## src/rtl/dmem_arb_pkg.sv

```systemverilog
// Shared definitions for the data-memory arbiter.
// Holds the arbiter FSM state type and the default geometry constants
// (word-index width, starvation counter width, starvation threshold).
package dmem_arb_pkg;

  localparam int unsigned DEF_AW           = 32'd6;
  localparam int unsigned DEF_CW           = 32'd4;
  localparam int unsigned DEF_STARVE_LIMIT = 32'd8;

  // IDLE: no DMA request held; WAIT: request latched, waiting for a CPU-free
  // cycle; RESP: access happened last cycle, completion pulse is shown.
  typedef enum logic [1:0] {
    IDLE = 2'd0,
    WAIT = 2'd1,
    RESP = 2'd2
  } arb_state_e;

endpackage

```

## src/rtl/dmem_arbiter_sat_counter.sv

```systemverilog
// Saturating up-counter used to measure how long a DMA request has waited.
// Ports:
//   clk, reset  clock and asynchronous active-low reset
//   inc         count one more waiting cycle (stops at all-ones)
//   clr         clear to zero (wins over inc)
//   cnt         current count
module sat_counter #(
  parameter int unsigned CW = 32'd4
) (
  input  logic          clk,
  input  logic          reset,
  input  logic          inc,
  input  logic          clr,
  output logic [CW-1:0] cnt
);

  localparam logic [CW-1:0] CNT_ONE = {{(CW-1){1'b0}}, 1'b1};
  localparam logic [CW-1:0] CNT_MAX = {CW{1'b1}};

  logic [CW-1:0] cnt_q;
  logic [CW-1:0] cnt_d;

  // Next count: clear has priority, increment holds once all-ones is reached.
  always_comb begin
    cnt_d = cnt_q;
    if (clr) begin
      cnt_d = {CW{1'b0}};
    end else if (inc && (cnt_q != CNT_MAX)) begin
      cnt_d = cnt_q + CNT_ONE;
    end else begin
      cnt_d = cnt_q;
    end
  end

  // Count register.
  always_ff @(posedge clk or negedge reset) begin
    if (!reset) begin
      cnt_q <= {CW{1'b0}};
    end else begin
      cnt_q <= cnt_d;
    end
  end

  assign cnt = cnt_q;

endmodule

```

## src/rtl/dmem_arbiter.sv

```systemverilog
// Data-memory arbiter between the CPU (absolute priority, combinational
// pass-through) and a single-outstanding DMA port.
// Ports:
//   clk, reset                  clock, asynchronous active-low reset
//   cpu_we/re/addr/wdata/rdata  CPU access; cpu_addr is a byte address
//   dma_req/we/addr/wdata       DMA request, latched when accepted
//   dma_gnt                     latched DMA request drives dmem this cycle
//   dma_done                    one-cycle pulse the cycle after the grant
//   dma_rdata                   data captured by the last granted DMA read
//   mem_we/re/addr/wdata/rdata  dmem port (combinational read data)
//   starve_cnt, starved         denied-cycle count and threshold flag
module dmem_arbiter
  import dmem_arb_pkg::*;
#(
  parameter int unsigned N            = 32'd64,
  parameter int unsigned AW           = DEF_AW,
  parameter int unsigned CW           = DEF_CW,
  parameter int unsigned STARVE_LIMIT = DEF_STARVE_LIMIT
) (
  input  logic          clk,
  input  logic          reset,
  input  logic          cpu_we,
  input  logic          cpu_re,
  input  logic [N-1:0]  cpu_addr,
  input  logic [N-1:0]  cpu_wdata,
  output logic [N-1:0]  cpu_rdata,
  input  logic          dma_req,
  input  logic          dma_we,
  input  logic [AW-1:0] dma_addr,
  input  logic [N-1:0]  dma_wdata,
  output logic          dma_gnt,
  output logic          dma_done,
  output logic [N-1:0]  dma_rdata,
  output logic          mem_we,
  output logic          mem_re,
  output logic [AW-1:0] mem_addr,
  output logic [N-1:0]  mem_wdata,
  input  logic [N-1:0]  mem_rdata,
  output logic [CW-1:0] starve_cnt,
  output logic          starved
);

  localparam logic [CW:0] LIMIT_W = STARVE_LIMIT[CW:0];

  arb_state_e    state_q,     state_d;
  logic          req_we_q,    req_we_d;
  logic [AW-1:0] req_addr_q,  req_addr_d;
  logic [N-1:0]  req_wdata_q, req_wdata_d;
  logic [N-1:0]  rdata_q,     rdata_d;
  logic          done_q,      done_d;

  logic          cpu_act_s;
  logic          gnt_s;
  logic          starve_inc_s;
  logic [AW-1:0] cpu_idx_s;
  logic          unused_addr_bits_s;

  assign cpu_act_s          = cpu_we | cpu_re;
  assign cpu_idx_s          = cpu_addr[AW+2:3];
  assign unused_addr_bits_s = ^{cpu_addr[N-1:AW+3], cpu_addr[2:0]};

  // A held request only reaches dmem on a cycle the CPU leaves free.
  assign gnt_s        = (state_q == WAIT) && !cpu_act_s;
  assign starve_inc_s = (state_q == WAIT) && cpu_act_s;

  // dmem port mux; the enables are gated by reset so a CPU access during
  // reset still shows address/data but never strobes the memory.
  always_comb begin
    mem_we    = 1'b0;
    mem_re    = 1'b0;
    mem_addr  = {AW{1'b0}};
    mem_wdata = {N{1'b0}};
    if (cpu_act_s) begin
      mem_we    = cpu_we & reset;
      mem_re    = cpu_re & reset;
      mem_addr  = cpu_idx_s;
      mem_wdata = cpu_wdata;
    end else if (gnt_s) begin
      mem_we    = req_we_q;
      mem_re    = ~req_we_q;
      mem_addr  = req_addr_q;
      mem_wdata = req_wdata_q;
    end else begin
      mem_we    = 1'b0;
      mem_re    = 1'b0;
      mem_addr  = {AW{1'b0}};
      mem_wdata = {N{1'b0}};
    end
  end

  // FSM next state, request latch and DMA read capture.
  always_comb begin
    state_d     = state_q;
    req_we_d    = req_we_q;
    req_addr_d  = req_addr_q;
    req_wdata_d = req_wdata_q;
    rdata_d     = rdata_q;
    done_d      = 1'b0;
    case (state_q)
      IDLE, RESP: begin
        // A new request can be taken both from IDLE and straight out of RESP.
        if (dma_req) begin
          req_we_d    = dma_we;
          req_addr_d  = dma_addr;
          req_wdata_d = dma_wdata;
          state_d     = WAIT;
        end else begin
          state_d = IDLE;
        end
      end
      WAIT: begin
        if (gnt_s) begin
          state_d = RESP;
          done_d  = 1'b1;
          if (!req_we_q) begin
            rdata_d = mem_rdata;
          end else begin
            rdata_d = rdata_q;
          end
        end else begin
          state_d = WAIT;
        end
      end
      default: begin
        state_d = IDLE;
      end
    endcase
  end

  // State, request latch, captured read data and completion pulse.
  always_ff @(posedge clk or negedge reset) begin
    if (!reset) begin
      state_q     <= IDLE;
      req_we_q    <= 1'b0;
      req_addr_q  <= {AW{1'b0}};
      req_wdata_q <= {N{1'b0}};
      rdata_q     <= {N{1'b0}};
      done_q      <= 1'b0;
    end else begin
      state_q     <= state_d;
      req_we_q    <= req_we_d;
      req_addr_q  <= req_addr_d;
      req_wdata_q <= req_wdata_d;
      rdata_q     <= rdata_d;
      done_q      <= done_d;
    end
  end

  sat_counter #(
    .CW(CW)
  ) u_starve (
    .clk  (clk),
    .reset(reset),
    .inc  (starve_inc_s),
    .clr  (gnt_s),
    .cnt  (starve_cnt)
  );

  assign starved   = ({1'b0, starve_cnt} >= LIMIT_W);
  assign dma_gnt   = gnt_s;
  assign dma_done  = done_q;
  assign dma_rdata = rdata_q;
  assign cpu_rdata = mem_rdata;

endmodule
```

## config.mk

```make
export PLATFORM = sky130hd
export DESIGN_NAME = dmem_arbiter
export DESIGN_NICKNAME = d
export VERILOG_FILES = /design/src/rtl/dmem_arb_pkg.sv /design/src/rtl/dmem_arbiter_sat_counter.sv /design/src/rtl/dmem_arbiter.sv
export SDC_FILE = /design/constraint.sdc
export NUM_CORES = 1
export LEC_CHECK = 0
export ABC_CLOCK_PERIOD_IN_PS = 1700
export CORE_AREA = 2 2 182 184
export CTS_CLUSTER_SIZE = 24
export DETAILED_ROUTE_END_ITERATION = 10
export DIE_AREA = 0 0 184 186
export SLEW_MARGIN = 10
export SYNTH_ARGS = -nofsm -noshare
export SYNTH_HDL_FRONTEND = slang
export SYNTH_SLANG_ARGS = --single-unit
export TNS_END_PERCENT = 100
```

## constraint.sdc

```tcl
create_clock -name clk -period 1.7 [get_ports clk]
set_clock_uncertainty 0.15 [all_clocks]
set_input_delay 0.17 -clock clk [delete_from_list [all_inputs] [get_ports clk]]
set_output_delay 0.17 -clock clk [all_outputs]
set_load 0.02 [all_outputs]
```

## Word-level counts from Yosys, hierarchy flattened

Index checks and enable logic that the tools add are counted.

| operators by class | value |
|---|---|
| add/subtract/negate cells | 1 |
| $mul | 0 |
| div/mod/pow operators | 0 |
| $lt $le $gt $ge | 1 |
| eq/ne operators | 3 |
| shift-type cells | 0 |
| multiplexer cells | 15 |
| bitwise operators | 4 |
| reductions and logical operators | 9 |

Operator list:

| kind | number |
|---|---|
| $mux W64 | 2 |
| $mux W6 | 2 |
| $mux W4 | 2 |
| $mux W1 | 7 |
| $add A4 B1 Y4 const B | 1 |
| $ge A4 B4 Y1 const B | 1 |
| $ne A4 B4 Y1 const B | 1 |
| $pmux W2 S2 | 1 |
| $logic_and A1 B1 Y1 | 3 |
| $reduce_and A3 Y1 | 1 |
| $and A1 B1 Y1 | 2 |
| $eq A2 B1 Y1 const B | 1 |
| $eq A2 B2 Y1 const B | 1 |
| $logic_not A2 Y1 | 1 |
| $mux W2 | 1 |
| $reduce_and A2 Y1 | 1 |
| $reduce_bool A2 Y1 | 1 |
| $reduce_or A2 Y1 | 1 |
| $logic_not A1 Y1 | 1 |
| $not A1 Y1 | 1 |
| $or A1 B1 Y1 | 1 |

| storage, ports and cells | value |
|---|---|
| flip-flop bits (word level) | 142 |
| bits in latches | 0 |
| memory bits (writable) | 0 |
| ROM bits | 0 |
| input bits | 268 |
| output and inout port bits | 207 |
| logic and storage cells | 40 |
| memories kept | 0 |

## Logic depth before layout (Yosys ltp)

Gate-level depths: netlist of the first run.

| depth | value |
|---|---|
| word-level depth | 5 |
| mapped depth | 7 |
| depth with buffers taken out | 5 |

## Modules after synthesis

A second synthesis of the first run with hierarchy kept.

| second synthesis, totals | value |
|---|---|
| cell total of the unflattened synthesis | 466 |
| area, all modules | 6535.0 um^2 |

By module, submodules not included:

| module | instances | cells an instance | area an instance (um^2) | seq. area each (um^2) |
|---|---|---|---|---|
| dmem_arbiter | 1 | 446 | 6306.0 | 3428.3 |
| sat_counter | 1 | 20 | 229.0 | 100.1 |

## Least setup slack after synthesis of the first run

OpenSTA, ideal clock, no wires.

| path | value |
|---|---|
| kind | register -> output |
| start point | register, netlist name dma_done |
| end point | output port mem_wdata[58] |
| arrival | 1607 ps |
| required time | 1380 ps |
| slack | -227 ps |
| cell stages (with the launch flop) | 6 |
| buffers on the path | 2 |
| cells stage by stage | dfrtp_1 nor2b_4 nor2b_1 buf_2 clkbuf_1 a22o_1 |

RTL lines:

| item | line | text |
|---|---|---|
| end: declaration | dmem_arbiter.sv:37 | `output logic [N-1:0] mem_wdata,` |

==> results of run 1 <==
## cells in the final DEF (no fill, tap or decap), types with 2 or more instances in the layout
cell	n
clkdlybuf4s50_1	272
dfrtp_1	140
mux2_2	74
dlymetal6s2s_1	70
buf_6	64
mux2_4	61
a22o_4	41
buf_4	39
a22o_1	30
clkbuf_16	22
buf_12	18
buf_8	9
clkinv_4	5
buf_16	5
buf_2	5
nor2b_4	4
nand3_1	3
inv_6	3
inv_1	2
nor2_1	2
ha_1	2
bufinv_16	2
clkinv_2	2
## synthesized netlist by cell type, drive strengths merged
cell      n  area share, %
a21o      2           0.22
a21oi     1          0.074
a22o     71            9.2
a31oi     1          0.093
buf      84            9.9
clkbuf   13           0.72
dfrtp   141             52
ha        2           0.37
inv       2           0.11
mux2    135             25
mux2i     1           0.15
nand2     1          0.056
nand3     3           0.22
nor2      2           0.11
nor2b     4           0.59
nor3      1          0.074
nor4bb    1           0.15
o21ai     1          0.074
or2       1          0.093
or3       1          0.093
xnor2     1           0.13
## path summary, 6_finish.rpt
kind,start,end,slack (ns),depth (start not counted)
max,dma_done$_DFF_PN0_,mem_re,-0.56,8
min,dma_wdata[17],req_wdata_q[17]$_DFFE_PN0P_,0.21,2
max reg2reg,dma_done$_DFF_PN0_,dma_rdata[21]$_DFFE_PN0P_,-0.50,9
min reg2reg,dma_rdata[15]$_DFFE_PN0P_,dma_rdata[15]$_DFFE_PN0P_,0.35,1
max in group asynchronous,reset,dma_rdata[59]$_DFFE_PN0P_,0.71,3
min in group asynchronous,reset,req_wdata_q[31]$_DFFE_PN0P_,0.26,3
## routing by layer
metal  vias to the layer above  share of wire (%)  GRT usage (%)
met1                      2604                 39          15.46
met3                        11                9.1          4.931
met2                       279                 51          23.37
li1                       2493                  -              -
met4                         0               0.80          3.584
met5                         -                  0              0
## cells by family after synthesis
group | synth area share [%]
and+or+nand+nor | 1.391
xor gates and xnor gates | 0.1298
DFF | 52.29
muxes | 25.40
buffers and inverters | 10.74
adders and majority gates | 0.3708
AOI/OAI and AO/OA | 9.679
## registers in the layout, summed over array words and instances, names as in the netlist
register      count
dma_rdata        64
req_wdata_q      64
req_addr_q        6
u_starve.cnt      4
dma_done          1
req_we_q          1
state_q           1
## metrics by stage
stage	TNS [ns]	setup WS, ns
after floorplan	-10.24	-0.1729
after global placement	-104.54	-0.8117
after detailed placement	-107.55	-0.8228
after CTS	-70.43	-0.6546
after global routing	-71.15	-0.6580
final	-60.08	-0.5594
## worst max-delay path: cells and delay by family, from the launching register on
family / cells / cell delay [ns]
simple gates: 3 / 0.53
buf+inv: 4 / 0.49
flops: 1 / 0.42
compound gates: 1 / 0.09
## power groups by stage
stage | clock network (mW) | logic (mW) | registers [mW]
after CTS | 3.99 | 8.08 | 6.13
after detailed placement | 0 | 7.79 | 6.13
after global routing | 4.16 | 8.52 | 6.31
after floorplan | 0 | 3.35 | 6.88
final | 3.83 | 8.08 | 6.09
after global placement | 0 | 7.70 | 6.14
## what timing repair did
action | 4_1_cts | 5_1_grt
hold endpoints to repair | 141 | 0
buffers inserted | 14 | 13
resized for setup | 363 | 160
setup endpoints to repair | 207 | 207
pin swaps | 0 | 5
hold buffers | 1 | 0
gates cloned | 5 | 4
## layout make-up
cell class | count | area [sq um] | area share, %
timing repair buffer | 489 | 5413 | 41.69
sequential | 141 | 3530 | 27.19
multi-input combinational | 229 | 2924 | 22.52
tap | 408 | 510.5 | 3.932
clock buffer | 18 | 439.2 | 3.383
clock inverter | 14 | 158.9 | 1.224
inverter | 2 | 7.507 | 0.05783
==> qor.yml, run 1 <==
status:
  status: "finished, violations left"
  violations: "negative setup slack"
cts:
  clock-root-buffer: "clkbuf_16"
  h-tree-depth: 4
  cts_tree: "done"
  numCtsBuffers: 17
  clk_pin_slew_ns: 0.07
  clk_latency_ns: 0.42
  cts_buffer_depth: 2
  cts.sinks: 141
route:
  via_per_inst: 4.141
  drt_iter0_drc: 142
  route.detailed.drc: 0
  routedWlPerCell_um: 18.66
  dr.pass1.iters: 4
  ant_nets: 0
  drt-total-wl_mm: 24.28
  via_count: 5387
critical_path:
  worst_setup_path_end_kind: "output port"
  worstPathCellList: "nor2b_4, nor2b_4, clkbuf_16, nor2b_4, buf_12, buf_12, a21o_4, buf_6"
  cpMostUsedCell: "nor2b_4"
  worstPathArrival_ns: 1.94
  cp_data_required_time_ns: 1.38
  cp_slowest_stage_delay_ns: 0.42
  cpMaxStageDelayCell: "dfrtp_2"
  crit_fanout: 3
  crit_path_start_kind: "flop"
  worstSetupPathType: "reg2out"
die:
  die_area_sq_um: 34220
  die_h_um: 186
  initial_core_util_pct: 20.95
  std_cell_rows: 66
  core_sq_um: 32210
  die_w_um: 184
  io_pins: 475
timing:
  finalHoldViolations: 0
  slew_headroom_pct: 65.60
  setup_violations: 137
  fin_crit_sh_pct: 132.9
  slew_violations: 0
  period_minus_slack_ns: 2.259
  setup_slack_ns: -0.5594
  whs_ns: 0.2056
  rsz0062_at_grt: "yes"
  max_freq_mhz: 442.6
  worstMarginPinSlew_ns: 0.5160
cells_and_area:
  layout-drive-gt1-share_pct: 40.43
  nets: 1150
  final_cells: 1301
  utilization_pct: 40.31
  final_cell_area_sq_um: 12980
  syn_to_final_growth_pct: 92.40
  num_antenna_cells: 0
  fillerInstances: 2999
power_and_ir_drop:
  irDropWorstVdd_mv: 0.6657
  p_comb_share_pct: 44.9
  p_leak_nw: 6.197
  powerDensity_nw_per_um2: 1387
  seqPwrFrac_pct: 33.8
  switching_share_pct: 33.30
  power_switching_mw: 5.996
  finalPower_mw: 18.01
  p_int_mw: 12.01
  clockPowerShare_pct: 21.3
grt:
  grt_usage_pct: 13.40
  antenna_found_initial: 0
  grt_pass1_wl_mm: 33.91
  globalRouteOverflowTotal: 0
  grt_pass1_vias: 5595
  grt_max_degree: 79
logic_synthesis:
  yosysWarnings: 0
  syn-num-nets: 739
  avgSynthCellArea_sq_um: 14.39
  ys_types: 26
  syn_area_sq_um: 6748
  synth_cells: 469
  yosysSeqAreaShare_pct: 52.29
  yosys_register_bits: 141
place:
  io_buffers: 416
  gp_congestion: 0.7093
  post-dp-hpwl_mm: 17.07
  dpl_cell_area_sq_um: 11530
  dp_cells: 1236
flow_run:
  drv_cap: 0
worst_hold_path:
  min_path_type: "in2reg"
Power figures use the tool's default switching activity.
==> run 2: changes to the inputs <==
--- a/config.mk
+++ b/config.mk
@@ -5,11 +5,11 @@
 export SDC_FILE = /design/constraint.sdc
 export NUM_CORES = 1
 export LEC_CHECK = 0
-export ABC_CLOCK_PERIOD_IN_PS = 1700
-export CORE_AREA = 2 2 182 184
+export ABC_CLOCK_PERIOD_IN_PS = 2500
+export CORE_AREA = 2 2 185 187
 export CTS_CLUSTER_SIZE = 24
 export DETAILED_ROUTE_END_ITERATION = 10
-export DIE_AREA = 0 0 184 186
+export DIE_AREA = 0 0 187 189
 export SLEW_MARGIN = 10
 export SYNTH_ARGS = -nofsm -noshare
 export SYNTH_HDL_FRONTEND = slang
==> constraint.sdc (replaced) <==
create_clock -name clk -period 2.5 [get_ports clk]
set_clock_uncertainty 0.15 [all_clocks]
set_input_delay 0.25 -clock clk [delete_from_list [all_inputs] [get_ports clk]]
set_output_delay 0.25 -clock clk [all_outputs]
set_load 0.02 [all_outputs]
==> run 2 against run 1 <==
The run now ends clean. Register-to-register slack improved by 0.76 ns. Worst setup slack improved by 0.69 ns. First-iteration DRC count increased by 3.5%. Core utilization decreased by 5.8 points. Sequential share of layout area increased by 3.5 points. Power decreased by 36%. Largest cell class unchanged.
==> qor.yml, run 2 (same netlist as run 1, synthesis figures left out) <==
cells_and_area:
  nets: 1108  # -3.7%
  utilization_pct: 34.51  # -5.8 points
  num_antenna_cells: 0  # unchanged
  multiInputGateArea_sq_um: 2512  # -14%
  final_cells: 1299  # -0.15%
  final_cell_mix: "342 x clkdlybuf4s50_1, 141 x dfrtp_1, 86 x mux2_2"
  register_area_sq_um: 3528  # about the same
  syn_to_final_growth_pct: 70.18
  layout_commonest_cell: "clkdlybuf4s50_1"
  fillerInstances: 3349  # +12%
  layout-drive-gt1-share_pct: 27.61  # -13 points
route:
  route.detailed.drc: 0  # unchanged
  dr.pass1.iters: 4  # unchanged
  drt-total-wl_mm: 22.65  # -6.7%
  via_count: 5243  # -2.7%
  ant_nets: 0  # unchanged
  via_per_inst: 4.036  # -2.5%
  drt_iter0_drc: 147  # +3.5%
  routedWlPerCell_um: 17.44  # -6.5%
worst_hold_path:
  min_path_type: "in2reg"
  worstHoldStart: "dma_wdata[3]"
  hold_depth: 2  # unchanged
  whs_endpoint: "req_wdata_q[3]$_DFFE_PN0P_"
place:
  dp_cells: 1266  # +2.4%
  post-dp-hpwl_mm: 17.49  # +2.4%
  gp_congestion: 0.9669  # +36%
  io_buffers: 416  # unchanged
  dp_slack_ns: -0.2316  # +0.5912 ns
die:
  die_area_sq_um: 35340  # +3.3%
  io_pins: 475  # unchanged
  core_sq_um: 33280  # +3.3%
  std_cell_rows: 67  # +1.5%
  die_h_um: 189  # +1.6%
  die_w_um: 187  # +1.6%
  initial_core_util_pct: 20.28  # -0.68 points
critical_path:
  cp_data_required_time_ns: 2.10  # +0.72 ns
  r2r_slack_ns: 0.26  # +0.76 ns
  worstPathCellList: "nor2b_4, nor2b_4, buf_12, buf_4, a22o_1, dlygate4sd2_1"
  cp_slowest_stage_delay_ns: 0.39  # -0.03 ns
  critical-path-top-delay-family: "buffers and inverters"
  worst_setup_path_end_kind: "output port"
  r2r-end: "dma_rdata[2]$_DFFE_PN0P_"
  reg2reg_depth: 7  # -2
  cpMaxStageDelayCell: "dfrtp_1"
  worstPathArrival_ns: 1.97  # +0.03 ns
  worstSetupPathType: "reg2out"
  reg2reg_from: "state_q[0]$_DFF_PN0_"
  crit_path_start_kind: "flop"
  crit_fanout: 15  # +12
  cpMostUsedCell: "nor2b_4"
  cp.buffers_inverters: 3  # -1
power_and_ir_drop:
  finalPower_mw: 11.57  # -36%
  p_leak_nw: 4.820  # -22%
  irDropWorstVdd_mv: 0.5090  # -24%
  powerDensity_nw_per_um2: 1008  # -27%
timing:
  slew_violations: 0  # unchanged
  max_freq_mhz: 422.2
  worstMarginPinSlew_ns: 0.8454  # +0.3294 ns
  fin_crit_sh_pct: 94.73
  tns_ns: 0  # +60.08 ns
  finalHoldViolations: 0  # unchanged
  slew_headroom_pct: 43.64  # -22 points
  period_minus_slack_ns: 2.368
  rsz0062_at_grt: "no"
  setup_violations: 0  # -100%
  setup_slack_ns: 0.1317  # +0.6911 ns
cts:
  cts_buffer_depth: 2  # unchanged
  cts_setup_buffers: 0  # -14
  clock-root-buffer: "clkbuf_16"
  cts_tree: "done"
  numCtsBuffers: 17  # unchanged
  clk_pin_slew_ns: 0.07  # about the same
  clk_latency_ns: 0.42  # about the same
  h-tree-depth: 4  # unchanged
  cts.sinks: 141  # unchanged
grt:
  antenna_found_initial: 1  # +1
  grt_pass1_wl_mm: 34.43  # +1.5%
  globalRouteOverflowTotal: 0  # unchanged
  grt_max_degree: 65  # -18%
  grt_pass1_vias: 5698  # +1.8%
  grt_usage_pct: 12.90  # -0.50 points
flow_run:
  drv_cap: 0  # unchanged
status:
  status: "finished clean"
-- run 2: repair_timing --
| item | in CTS | in global routing |
|---|---|---|
| hold buffers | 1 | 0 |
| endpoints found under the setup margin | 69 | 54 |
| endpoints found under the hold margin | 94 | 0 |
| resized for setup | 76 | 78 |
-- run 2: worst max path at each step --
| stage | start | to | cells past startpoint |
|---|---|---|---|
| floorplan | dma_done$_DFF_PN0_ | mem_wdata[58] | 5 |
| global placement | cpu_re | mem_wdata[14] | 5 |
| detailed placement | cpu_we | mem_wdata[14] | 5 |
| CTS | state_q[0]$_DFF_PN0_ | mem_wdata[22] | 6 |
| global route | state_q[0]$_DFF_PN0_ | mem_wdata[32] | 6 |
| finish | state_q[0]$_DFF_PN0_ | mem_wdata[32] | 6 |
-- run 2: per-layer routing --
| layer | global-route usage, % | vias to the layer above | routed length (um) | part of all wire (%) |
|---|---|---|---|---|
| li1 | - | 2374 | - | - |
| met1 | 14.99 | 2534 | 9355 | 41 |
| met2 | 21.70 | 306 | 10860 | 48 |
| met3 | 4.300 | 27 | 1827 | 8.1 |
| met4 | 5.586 | 2 | 600 | 2.6 |
| met5 | 0 | - | 12 | 0.053 |
-- run 2: cell type report --
class / instances / area share (%)
Clock buffer: 19 / 3.857
Multi-Input combinational cell: 229 / 21.88
Sequential cell: 141 / 30.73
Clock inverter: 13 / 1.220
Inverter: 2 / 0.06537
Tap cell: 448 / 4.881
Timing Repair Buffer: 447 / 37.37
-- run 2: where the power goes --
part | total (mW) | internal (mW) | switching (mW)
logic | 4.90 | 2.83 | 2.08
registers | 4.12 | 3.39 | 0.731
clock network | 2.55 | 1.50 | 1.05
-- run 2: worst reg2reg max path: stages (launching register included) --
cell and delay (ns):
dfrtp_1 0.39, nor2b_4 0.19, nor2b_4 0.19, buf_12 0.18, nor2b_4 0.20, buf_4 0.21, buf_12 0.23, mux2_2 0.37
-- run 2: stage by stage --
| step | instance area, sq um | hold WS, ns |
|---|---|---|
| floorplan | 6748 | -0.1956 |
| global placement | 11050 | 0.1825 |
| detailed placement | 11050 | 0.1756 |
| CTS | 11570 | 0.2510 |
| global route | 11480 | 0.2607 |
| finish | 11480 | 0.2887 |
==> run 3: changes to the inputs <==
--- a/config.mk
+++ b/config.mk
@@ -5,11 +5,12 @@
 export SDC_FILE = /design/constraint.sdc
 export NUM_CORES = 1
 export LEC_CHECK = 0
+export ABC_AREA = 1
 export ABC_CLOCK_PERIOD_IN_PS = 2500
-export CORE_AREA = 2 2 185 187
-export CTS_CLUSTER_SIZE = 24
+export CORE_AREA = 2 2 184 186
+export CTS_CLUSTER_SIZE = 40
 export DETAILED_ROUTE_END_ITERATION = 10
-export DIE_AREA = 0 0 187 189
+export DIE_AREA = 0 0 186 188
 export SLEW_MARGIN = 10
 export SYNTH_ARGS = -nofsm -noshare
 export SYNTH_HDL_FRONTEND = slang
==> run 3 against run 2 <==
Non-clock buffer count fell by 10. Area after synthesis increased by 1.9%. Final cell count up 21%. Maximum frequency rose by 0.58%. Clock-buffer cell count grew 1. Clock power fell by 3%. Largest power group unchanged. Highest routed layer is now met4.
==> qor.yml, run 3 <==
status:
  status: "finished clean"
critical_path:
  worstSetupPathType: "reg2out"
  critical-path-top-delay-family: "buffers and inverters"
  crit_fanout: 18  # +3
  cpMaxStageDelayCell: "clkdlybuf4s50_1"
  crit_path_start_kind: "flop"
  path_depth: 5  # -1
  worstPathArrival_ns: 1.95  # -0.02 ns
  cp.buffers_inverters: 3  # unchanged
  cp_slowest_stage_delay_ns: 0.63  # +0.24 ns
  cp_data_required_time_ns: 2.10  # about the same
  reg2reg_depth: 8  # +1
  worst_setup_path_end_kind: "output port"
  worstPathCellList: "nor2_4, nand2_4, inv_2, buf_6, clkdlybuf4s50_1"
cells_and_area:
  final_cell_mix: "352 x nand2_1, 344 x clkdlybuf4s50_1, 140 x dfrtp_1"
  layout-drive-gt1-share_pct: 11.43  # -16 points
  final_cells: 1568  # +21%
  fillerInstances: 3428  # +2.4%
  layout_commonest_cell: "nand2_1"
  nets: 1378  # +24%
  num_antenna_cells: 0  # unchanged
  final_cell_area_sq_um: 11590  # +0.96%
  syn_to_final_growth_pct: 68.53
logic_synthesis:
  yosysWarnings: 0  # unchanged
  synth_area_leaders: "dfrtp_1 51%, nand2_1 19%, mux2_2 12%"
  syn-num-nets: 1028  # +39%
  ys_types: 19  # -27%
  yosysSeqAreaShare_pct: 51.29  # -1.0 points
  yosys_register_bits: 141  # unchanged
  yosysMostFrequentCell: "nand2_1"
  synth_edf_count: 0  # unchanged
  avgSynthCellArea_sq_um: 9.075  # -37%
  synth_cells: 758  # +62%
  ys.flop_type: "dfrtp_1"
  yosys.area.top_type: "dfrtp_1"
  syn_area_sq_um: 6879  # +1.9%
  netlist_top_cells_count: "352 x nand2_1, 141 x dfrtp_1, 71 x buf_4, 71 x mux2_2, 60 x o21ai_0"
  async_reset_ff_share_pct: 100.0  # unchanged
  yosys.area.top_type_share_pct: 51.29  # -1.0 points
place:
  dp_slack_ns: -0.05481  # +0.1768 ns
  post-dp-hpwl_mm: 16.84  # -3.7%
  gp_congestion: 0.7168  # -26%
  dpl_cell_area_sq_um: 11110  # +0.47%
  dp_cells: 1536  # +21%
  io_buffers: 416  # unchanged
timing:
  period_minus_slack_ns: 2.355  # -0.01367 ns
  slew_headroom_pct: 48.79  # +5.1 points
  fin_crit_sh_pct: 94.18  # -0.55 points
  slew_violations: 0  # unchanged
  worstMarginPinSlew_ns: 0.7682  # -0.07718 ns
  setup_violations: 0  # unchanged
  max_freq_mhz: 424.7  # +0.58%
  whs_ns: 0.2432  # -0.04553 ns
  rsz0062_at_grt: "no"
  setup_slack_ns: 0.1454  # +0.01367 ns
  finalHoldViolations: 0  # unchanged
die:
  io_pins: 475  # unchanged
  initial_core_util_pct: 20.77  # +0.50 points
  die_h_um: 188  # -0.53%
  die_w_um: 186  # -0.53%
  die_area_sq_um: 34970  # -1.1%
  std_cell_rows: 67  # unchanged
  core_sq_um: 33110  # -0.50%
route:
  route.detailed.drc: 0  # unchanged
  via_count: 6205  # +18%
  routedWlPerCell_um: 14.59  # -16%
  drt_iter0_drc: 168  # +14%
  via_per_inst: 3.957  # -2.0%
  ant_nets: 0  # unchanged
  dr.pass1.iters: 4  # unchanged
  drt-total-wl_mm: 22.88  # +1.0%
grt:
  grt_usage_pct: 12.84  # -0.054 points
  globalRouteOverflowTotal: 0  # unchanged
  grt_pass1_vias: 6463  # +13%
  antenna_found_initial: 0  # -1
  grt_max_degree: 142  # +120%
  grt_pass1_wl_mm: 34.87  # +1.3%
power_and_ir_drop:
  p_leak_nw: 5.308  # +10%
  irDropWorstVdd_mv: 0.4409  # -13%
  powerDensity_nw_per_um2: 961.6  # -4.6%
worst_hold_path:
  hold_depth: 3  # +1
  min_path_type: "in2reg"
flow_run:
  drv_cap: 0  # unchanged
cts:
  clk_latency_ns: 0.41  # about the same
  cts_tree: "done"
  clk_pin_slew_ns: 0.06  # about the same
  cts_buffer_depth: 2  # unchanged
  numCtsBuffers: 17  # unchanged
  cts.sinks: 141  # unchanged
  h-tree-depth: 4  # unchanged
  clock-root-buffer: "clkbuf_16"
==> run 3: cell count changes after synthesis, sizes merged, moves of 2 or more <==
| cell | previous run | this run |
|---|---|---|
| buf | 84 | 88 |
| a21o | 2 | 0 |
| nor2b | 4 | 0 |
| clkbuf | 13 | 18 |
| o21ai | 1 | 70 |
| a22o | 71 | 0 |
| mux2 | 135 | 71 |
| inv | 2 | 6 |
| nand2 | 1 | 354 |
==> run 3: worst register-to-register path: stages, from the launching register on <==
cell	delay, ns
dfrtp_1	0.36
inv_1	0.14
nor2_4	0.06
nand2_4	0.07
buf_4	0.11
buf_4	0.24
buf_4	0.50
o21ai_0	0.20
nand2_1	0.08
==> run 3: cell type report <==
type / count / area [sq um] / share of cell area (%)
clock buffers: 20 / 436.7 / 3.766
clock inverters: 11 / 121.4 / 1.047
inverters: 6 / 22.52 / 0.1943
multi-input cells: 505 / 2591 / 22.35
flip-flops and latches: 141 / 3530 / 30.44
well taps: 448 / 560.5 / 4.835
repair buffers: 437 / 4332 / 37.36
==> run 3: kinds of logic (layout without fill, tap and decap cells) <==
| family | Yosys count | after routing | share of synthesized area [%] |
|---|---|---|---|
| and+or+nand+nor | 361 | 361 | 20.39 |
| DFF | 141 | 141 | 51.29 |
| buffers and inverters | 112 | 474 | 11.11 |
| muxes | 71 | 71 | 11.62 |
| AOI/OAI and AO/OA | 70 | 70 | 5.093 |
| adders and majority gates | 2 | 2 | 0.3637 |
| xor gates and xnor gates | 1 | 1 | 0.1273 |
==> run 3: per-layer routing <==
metal	global-route usage [%]	vias up	share of wire (%)	routed length [um]
met4	2.968	0	0.65	148
met2	22.33	286	48	10980
met5	0	-	0	0
met3	5.088	5	10	2398
met1	14.68	2865	41	9356
li1	-	3049	-	-
==> run 3: through the flow <==
stage	power, mW	TNS (ns)	utilization (%)
global placement	8.793	-0.8263	33.54
global route	11.91	0	35.01
floorplan	6.466	0	-
CTS	11.36	-0.08022	35.00
finish	11.15	0	35.01
detailed placement	8.883	-0.5928	33.54
==> run 3: repair_timing <==
item	CTS	global route
hold buffers	1	0
pin swaps	0	0
endpoints found under the setup margin	71	1
resized for setup	71	1
setup buffers	0	0
gates cloned	0	0
hold endpoints to repair	141	0
==> run 3: power by group <==
part	leakage (nW)	internal (mW)	total, mW	switching (mW)
logic	3.34	2.30	4.71	2.42
registers	1.70	3.38	3.96	0.577
clock network	0.270	1.46	2.48	1.02
==> run 3: final timing paths <==
| check | from | endpoint | slack [ns] |
|---|---|---|---|
| max | dma_done$_DFF_PN0_ | dma_gnt | 0.15 |
| min | mem_rdata[43] | dma_rdata[43]$_DFFE_PN0P_ | 0.24 |
| max reg2reg | state_q[0]$_DFF_PN0_ | dma_rdata[49]$_DFFE_PN0P_ | 0.54 |
| min reg2reg | dma_rdata[62]$_DFFE_PN0P_ | dma_rdata[62]$_DFFE_PN0P_ | 0.33 |
| max in group asynchronous | reset | req_we_q$_DFFE_PN0P_ | 1.19 |
| min in group asynchronous | reset | u_starve.cnt[1]$_DFFE_PN0P_ | 0.40 |
